File: src/rtl/micro_seq_pkg.sv
// micro_seq_pkg: shared encodings for the microcode sequencer -- next-state
// select codes, RISC-V major opcodes, microaddress entry points, FSM states.
package micro_seq_pkg;

   // cw_nssel field encodings
   localparam logic [1:0] NS_JUMP = 2'b00;
   localparam logic [1:0] NS_DISP = 2'b01;
   localparam logic [1:0] NS_LDST = 2'b10;
   localparam logic [1:0] NS_COND = 2'b11;

   // RISC-V major opcodes (IR[6:0])
   localparam logic [6:0] OP_LUI    = 7'b0110111;
   localparam logic [6:0] OP_LOAD   = 7'b0000011;
   localparam logic [6:0] OP_STORE  = 7'b0100011;
   localparam logic [6:0] OP_AUIPC  = 7'b0010111;
   localparam logic [6:0] OP_OP     = 7'b0110011;
   localparam logic [6:0] OP_OPIMM  = 7'b0010011;
   localparam logic [6:0] OP_BRANCH = 7'b1100011;
   localparam logic [6:0] OP_JAL    = 7'b1101111;

   // Microcode entry points in the control store
   localparam int UA_START0 = 0;
   localparam int UA_ADS1   = 1;
   localparam int UA_LUI1   = 2;
   localparam int UA_STR1   = 3;
   localparam int UA_AUIPC1 = 4;
   localparam int UA_OPRR1  = 5;
   localparam int UA_OPRRI1 = 7;
   localparam int UA_LDI1   = 9;
   localparam int UA_BCH1   = 12;
   localparam int UA_JAS1   = 16;

   typedef enum logic [1:0] {
      ST_RST   = 2'd0,
      ST_RUN   = 2'd1,
      ST_STALL = 2'd2,
      ST_TRAP  = 2'd3
   } seq_state_e;

endpackage

File: src/rtl/micro_dispatch.sv
// micro_dispatch: opcode decode for both dispatch levels. The first level maps
// the major opcode to its microroutine; loads and stores share the address-
// calculation routine and split later in the second (ld/st) level.
module micro_dispatch
   import micro_seq_pkg::*;
#(
   parameter int UA_W = 5
) (
   input  logic [6:0]      opcode,
   output logic [UA_W-1:0] disp_ua,
   output logic            disp_ok,
   output logic [UA_W-1:0] ldst_ua,
   output logic            ldst_ok
);

   // first-level opcode dispatch
   always_comb begin
      disp_ua = '0;
      disp_ok = 1'b1;
      case (opcode)
         OP_LUI:            disp_ua = UA_W'(UA_LUI1);
         OP_LOAD, OP_STORE: disp_ua = UA_W'(UA_ADS1);
         OP_AUIPC:          disp_ua = UA_W'(UA_AUIPC1);
         OP_OP:             disp_ua = UA_W'(UA_OPRR1);
         OP_OPIMM:          disp_ua = UA_W'(UA_OPRRI1);
         OP_BRANCH:         disp_ua = UA_W'(UA_BCH1);
         OP_JAL:            disp_ua = UA_W'(UA_JAS1);
         default:           disp_ok = 1'b0;
      endcase
   end

   // second-level load/store split after the shared address calculation
   always_comb begin
      ldst_ua = '0;
      ldst_ok = 1'b1;
      case (opcode)
         OP_STORE: ldst_ua = UA_W'(UA_STR1);
         OP_LOAD:  ldst_ua = UA_W'(UA_LDI1);
         default:  ldst_ok = 1'b0;
      endcase
   end

endmodule

File: src/rtl/micro_sequencer.sv
// micro_sequencer: next-microaddress generator for the microcode control store.
// uaddr is combinational from the current control word so the store issues one
// microword per cycle. Handles jump, opcode dispatch, ld/st split, conditional
// branch, memory-wait stall and illegal-opcode trap.
// Optional: define MICRO_SEQ_PERF_EN to add the ucycle_cnt/instr_cnt counters.
module micro_sequencer
   import micro_seq_pkg::*;
#(
   parameter int              UA_W        = 5,
   parameter logic [UA_W-1:0] RESET_UADDR = '0,
   parameter logic [UA_W-1:0] TRAP_UADDR  = '0
) (
   input  logic            clk,
   input  logic            rst_n,
   input  logic [1:0]      cw_nssel,
   input  logic [4:0]      cw_dbin,
   input  logic [2:0]      cw_memcntl,
   input  logic [6:0]      ir_opcode,
   input  logic            br_cond,
   input  logic            mem_ready,
   input  logic            trap_clr,
   output logic [UA_W-1:0] uaddr,
   output logic [UA_W-1:0] upc,
   output logic            stall,
   output logic            trap
`ifdef MICRO_SEQ_PERF_EN
  ,output logic [31:0]     ucycle_cnt,
   output logic [31:0]     instr_cnt
`endif
);

   seq_state_e      state_q, state_d;
   logic [UA_W-1:0] disp_ua, ldst_ua;
   logic            disp_ok, ldst_ok;
   logic            mem_wait;

   micro_dispatch #(.UA_W(UA_W)) u_dispatch (
      .opcode  (ir_opcode),
      .disp_ua (disp_ua),
      .disp_ok (disp_ok),
      .ldst_ua (ldst_ua),
      .ldst_ok (ldst_ok)
   );

   // mem_ready only matters while the current word actually touches memory
   assign mem_wait = (cw_memcntl != 3'b000) && !mem_ready;

   // next-address and next-state decode; reset beats trap_clr beats stall beats nssel
   always_comb begin
      state_d = state_q;
      uaddr   = upc;
      if (!rst_n) begin
         uaddr   = RESET_UADDR;
         state_d = ST_RST;
      end else begin
         case (state_q)
            ST_RST: begin
               uaddr   = RESET_UADDR;
               state_d = ST_RUN;
            end
            ST_TRAP: begin
               if (trap_clr) begin
                  uaddr   = RESET_UADDR;
                  state_d = ST_RUN;
               end else begin
                  uaddr   = TRAP_UADDR;
               end
            end
            default: begin
               if (mem_wait) begin
                  // re-fetch the word we are on until memory answers
                  uaddr   = upc;
                  state_d = ST_STALL;
               end else begin
                  state_d = ST_RUN;
                  case (cw_nssel)
                     NS_JUMP: uaddr = UA_W'(cw_dbin);
                     NS_DISP: begin
                        if (disp_ok) begin
                           uaddr = disp_ua;
                        end else begin
                           uaddr   = TRAP_UADDR;
                           state_d = ST_TRAP;
                        end
                     end
                     NS_LDST: begin
                        if (ldst_ok) begin
                           uaddr = ldst_ua;
                        end else begin
                           uaddr   = TRAP_UADDR;
                           state_d = ST_TRAP;
                        end
                     end
                     default: uaddr = UA_W'({cw_dbin[4:1], br_cond});
                  endcase
               end
            end
         endcase
      end
   end

   // state, issued-address copy and registered status flags
   always_ff @(posedge clk) begin
      if (!rst_n) begin
         state_q <= ST_RST;
         upc     <= RESET_UADDR;
         stall   <= 1'b0;
         trap    <= 1'b0;
      end else begin
         state_q <= state_d;
         upc     <= uaddr;
         stall   <= (state_d == ST_STALL);
         trap    <= (state_d == ST_TRAP);
      end
   end

`ifdef MICRO_SEQ_PERF_EN
   logic active;
   logic disp_fire;

   assign active    = (state_q == ST_RUN) || (state_q == ST_STALL);
   assign disp_fire = rst_n && active && !mem_wait && (cw_nssel == NS_DISP) && disp_ok;

   // performance counters; they hold while trapped or in reset state
   always_ff @(posedge clk) begin
      if (!rst_n) begin
         ucycle_cnt <= '0;
         instr_cnt  <= '0;
      end else if (active) begin
         ucycle_cnt <= ucycle_cnt + 32'd1;
         if (disp_fire) instr_cnt <= instr_cnt + 32'd1;
      end
   end
`endif

endmodule

File: config.mk
export PLATFORM = sky130hd
export DESIGN_NAME = micro_sequencer
export DESIGN_NICKNAME = d
export VERILOG_FILES = /design/src/rtl/micro_seq_pkg.sv /design/src/rtl/micro_dispatch.sv /design/src/rtl/micro_sequencer.sv
export SDC_FILE = /design/constraint.sdc
export NUM_CORES = 1
export LEC_CHECK = 0
export ABC_CLOCK_PERIOD_IN_PS = 2200
export CORE_UTILIZATION = 25
export DETAILED_ROUTE_END_ITERATION = 8
export SLEW_MARGIN = 20
export SYNTH_ARGS = -nofsm -noshare
export SYNTH_HDL_FRONTEND = slang
export SYNTH_HIERARCHICAL = 1
export SYNTH_SLANG_ARGS = --single-unit
File: constraint.sdc
create_clock -name clk -period 2.2 [get_ports clk]
set_input_delay 0.44 -clock clk [delete_from_list [all_inputs] [get_ports clk]]
set_output_delay 0.44 -clock clk [all_outputs]
set_load 0.05 [all_outputs]
* After elaboration in Yosys (flattened, before gate mapping)
Index checks and enable logic that the tools add are counted.
** Storage, ports and cells
- Flip-flop bits (word level) :: 9
- Word-level logic and storage cells :: 42
** Operators by class
- Reduce and logical (&&, ||, !) cells :: 8
- Equal/unequal tests :: 13
- Multiplexer cells :: 17
** Operators by type and width (number)
- 5-bit case mux with 7 select lines :: 1
- 5-bit two-way mux :: 5
- 7-bit by 6-bit equality test with 1-bit output, second input constant :: 3
- 5-bit case mux with 3 select lines :: 1
- 7-bit by 5-bit equality test with 1-bit output, second input constant :: 2
- 7-bit equality test, second input constant :: 2
- 2-bit two-way mux :: 5
- 2-bit equality test, second input constant :: 4
- 2-bit case mux with 2 select lines :: 2
- 4-bit case mux with 2 select lines :: 1
- 8-bit OR reduction :: 1
- 7-bit by 2-bit equality test with 1-bit output, second input constant :: 1
- 2-bit zero test :: 2
- 2-bit OR reduction :: 2
- 3-bit nonzero test :: 1
- 2-bit by 1-bit equality test with 1-bit output, second input constant :: 1
- 1-bit two-way mux :: 2
- 1-bit logical AND :: 1
- 1-bit zero test :: 1

* Longest topological paths before layout
- Word-level depth :: 9
- Depth in mapped cells :: 7
- Gate-level depth less buffers :: 6

* Cells and area by module
The synthesis kept the hierarchy.
** By module, submodules not included
- micro_sequencer :: cells each 68, area an instance 599.3 um^2, times used 1
- micro_dispatch :: cells each 27, area an instance 188.9 um^2, times used 1

* Least setup slack after synthesis
OpenSTA, ideal clock, no wires.
- Kind :: in2out
- Start :: input port ir_opcode[2]
- End :: output port uaddr[0]
- Data arrival time :: 2.946 ns
- Data required time :: 1.760 ns
- Stages :: 7
- Buffers on the path :: 2
- Slack :: -1.186 ns
- Cells stage by stage :: buf_6 > or3_4 > nor3_4 > buf_4 > a32oi_1 > or2_1 > a311oi_1
** Between the ends
- Word-level cells in the longest chain between the ends :: 8
- Elaborated cells between the ends (all ways) :: 20
- Classes of those cells :: eq/ne (8); mux (10); reduce/logical (2)
** RTL lines
- start, declared :: line micro_sequencer.sv:18 : input logic [6:0] ir_opcode,
- 7-bit by 6-bit equality test with 1-bit output or 7-bit by 2-bit equality test with 1-bit output (tied branches) :: line micro_dispatch.sv:36 : case (opcode)
- 2-bit OR reduction (no line) (*)
- 1-bit two-way mux (*) :: line micro_dispatch.sv:36
- net ldst_ok :: line micro_sequencer.sv:34 : logic disp_ok, ldst_ok;
- 5-bit two-way mux (*) :: line micro_sequencer.sv:87 : if (ldst_ok) begin
- 5-bit case mux with 3 select lines (*) :: line micro_sequencer.sv:76 : case (cw_nssel)
- 5-bit two-way mux (*) :: line micro_sequencer.sv:70 : if (mem_wait) begin
- 5-bit two-way mux (*)
- 5-bit two-way mux (*) :: line micro_sequencer.sv:52 : if (!rst_n) begin
- end, declared :: line micro_sequencer.sv:22 : output logic [UA_W-1:0] uaddr,
Mark *: on every way through the listed nets, which the timed path passes. The rest lies on a longest branch.

* Worst setup path in the final report
Ends and elaborated chain as after synthesis.

==> impl_results.md <==
* Final Hold Fails at 0
* # IOs at 34
* Worst R2R Setup Slack at ~0.95 ns
* CTS sink count at 9
* Post-route DRC at 0
* CTS Buffer Depth at 2
* Seq cells post-synth at 9
* Combinational family with the most area after synthesis: simple AND/OR/NAND/NOR gates
* Fin crit share at 116.0%
* Hold buffers post-CTS at 0
* Power Density at between 400 and 500 nW/um^2
* Vias in the first global route at roughly 1000
* CTS tree: done
* Synthesis Warnings at 6
* Clk_skew at 0.006706 ns
* Synth Instances at 95
* Worst hold slack at 0.6428 ns
* Post-synthesis cell type count at 35
* Via count at ~1000
* Met1 Wirelength at around 970 um
* Post-synthesis compound-gate area fraction at roughly 27%
* Antenna-violating nets left at 0
* Tmin final at 2.551 ns
* Critical path class: input pin to primary output
* Pre-CTS setup slack at -0.6677 ns
* Reg-to-Reg End: upc[1]
* First-pass DRT Iterations at 4
* Initial antenna violation count at 0
* Starting density of the core at about a quarter
* Worst slew margin at 66.70%
* Dpl hpwl at ~1.9 mm
* Hold crit path type: flip-flop to flip-flop
* Syn avg cell area at just over 8 sq um
* Xor and xnor fraction of the mapped netlist area at approximately 1.1%
* Layout Cells excl Fill at approximately 200
* Number of H-tree levels at 1
* R2R cell count at 4
* Mux cell area share after synthesis at 0%
* Hold Path End: state_q[1]
* First-pass GRT wire length at 3.981 mm
* Slew @ Worst Pin at approximately 0.5 ns
* Wire length on met3 at 106 um
* Core Rows at 20
* Synth top area cells: dfxtp_1 (23%), a311oi_1 (11%), ha_1 (7.9%)
* Total congestion overflow at 0
* Slew Limit Fails at 0
* Clock root buffer: clkbuf_4
* TritonCTS buffer count at 3
* Design Power at between 0.6 and 0.7 mW
* Register clock-pin slew on the reported worst setup and hold paths at 0.06 ns
* Die footprint at 3381 sq um
* Cell Count Post-Placement at 188
* Unrepaired setup endpoints after global routing: yes
* GP Congestion at around 0.9
* Critical R2R Launch: state_q[1]
* Die X at slightly below 60 um
* Startpoint types: input pin
* Synth area leader: dfxtp_1
* Vias/cell at 4.871
* FMAX at approximately 0.39 GHz
* Insertion delay to the later sink of the worst-skew pair at between 0.2 and 0.3 ns
* Core area at ~3000 sq um
* # Max-Cap Violations at 0
* Post-synthesis adder-cell area fraction at 7.937%
* Final Routed Wirelength at 2.524 mm
* Static Leakage at 0.6212 nW
* Setup TNS at -1.254 ns
* Critical Path End Type: primary output
* Hold path cells at 2
* Port Buffers at 33
* Nets at between 150 and 200
* Critical path origin: ir_opcode[2]
* Failing checks: negative setup slack
* Setup Viol. Count Final at 5
* Worst-path fanout max at 3
* Register area share after synthesis at between 20% and 30%
* Largest net degree at the start of global routing at 11
* Iter 0 DRT Violations at 24
* Yosys top cell area share at between 20% and 30%
* GRT Resource Usage Total at between 10% and 20%
* Simple-Gate Fraction of Synth Area at around a third
* Synthesized cell area at between 700 and 800 sq um
* Outcome: complete, but fails checks
* CP required at 1.76 ns
* Top sig layer: met4
* WL/cell at between 10 and 15 um
* Met2 wire length at ~1.4 mm
* Chip Height at about 58 um
* Hold_sp: state_q[0]
* Ant. Diodes at 0
* Crit path DAT at between 2 and 2.5 ns
* Share of cells above drive strength 1 at approximately 42%
* Final worst slack at -0.3515 ns
* P&R area growth vs syn at 101.7%
* Worst vdd ir at between 0.1 and 0.15 mV
[metrics by stage]
| stage | utilization, % | area (sq um) |
|---|---|---|
| after floorplan | - | 904.6 |
| after global placement | 47.81 | 1448 |
| after detailed placement | 47.81 | 1448 |
| after CTS | 51.41 | 1556 |
| after global routing | 52.52 | 1590 |
| final | 52.52 | 1590 |
[synthesized netlist by cell type, drive strengths merged]
library cell and instances:
a21boi 1, a21o 5, a21oi 2, a311oi 10, a31oi 1, a32oi 1, and2 1, and3b 1
and4b 1, buf 6, clkbuf 1, conb 1, dfxtp 9, ha 5, inv 2, nand2 4
nand2b 2, nand3 8, nand3b 2, nor2 3, nor2b 3, nor3 10, nor4 2, o21ai 6
o21ba 1, o31ai 1, o32ai 1, or2 3, or3 1, xor2 1
[cell type report]
class	count	area, sq um
multi-input cells	78	700.7
clock buffers	4	26.28
flip-flops and latches	9	180.2
repair buffers	65	620.6
fillers	285	1438
inverters	2	7.507
well taps	44	55.05
[layout by cell type (no fill, tap or decap), types with 2 or more instances in the layout]
master           Yosys  routed
a21o_1               5       5
a311oi_1            10       5
ha_2                 0       2
nand2b_1             2       2
ha_4                 0       2
nand2_1              3       3
or2_4                1       2
dfxtp_1              9       9
clkbuf_4             0       3
nand3_1              8       8
nor3_4               2       2
buf_4                3      29
buf_2                1       3
nand3b_1             2       2
a311oi_4             0       5
nor2_1               3       2
o21ai_0              6       5
conb_1               1       2
buf_6                2       5
nor4_1               2       2
nor2b_1              3       3
clkdlybuf4s50_1      0      19
buf_12               0       5
nor3_1               8       7
[power by group]
part	total (mW)	internal [mW]	switching [mW]
clock network	0.136	0.0703	0.0662
registers	0.185	0.179	0.00643
logic	0.339	0.160	0.179
total	0.661	0.409	0.251
[cell families after synthesis]
| group | after synthesis |
|---|---|
| compound gates | 29 |
| xor+xnor | 1 |
| fa+ha+maj | 5 |
| buf+inv | 9 |
| flops | 9 |
| other cells | 1 |
| simple gates | 41 |
[routing by layer]
layer  global-route usage (%)  vias up
met1                    13.23      466
met3                    2.009        5
met2                    32.84       26
met4                    7.143        0
li1                         -      487
met5                        0        -
[registers in the layout, indices dropped and copies added (netlist names)]
| register | flops |
|---|---|
| upc | 5 |
| state_q | 2 |
| trap | 1 |
| stall | 1 |
[repair_timing]
item                                    in CTS  in global routing
cloned                                       0                  0
buffers inserted                             7                  3
endpoints found under the setup margin       5                  5
pin swaps                                   18                  5
resized for setup                           40                  6
[how the worst max path moves through the flow]
stage	to	slack (ns)	depth (start not counted)
6_report	uaddr[0]	-0.35	8
5_1_grt	uaddr[0]	-0.40	8
4_1_cts	uaddr[0]	-0.41	8
3_5_place_dp	uaddr[1]	-0.67	8
3_3_place_gp	uaddr[1]	-0.63	8
2_1_floorplan	uaddr[0]	-0.42	7
[critical path: stages]
cell      delay, ns
buf_6          0.09
or3_4          0.39
nor3_4         0.15
buf_6          0.12
a32oi_1        0.10
or2_1          0.27
a311oi_4       0.36
buf_12         0.18
(Power assumes the default switching activity.)
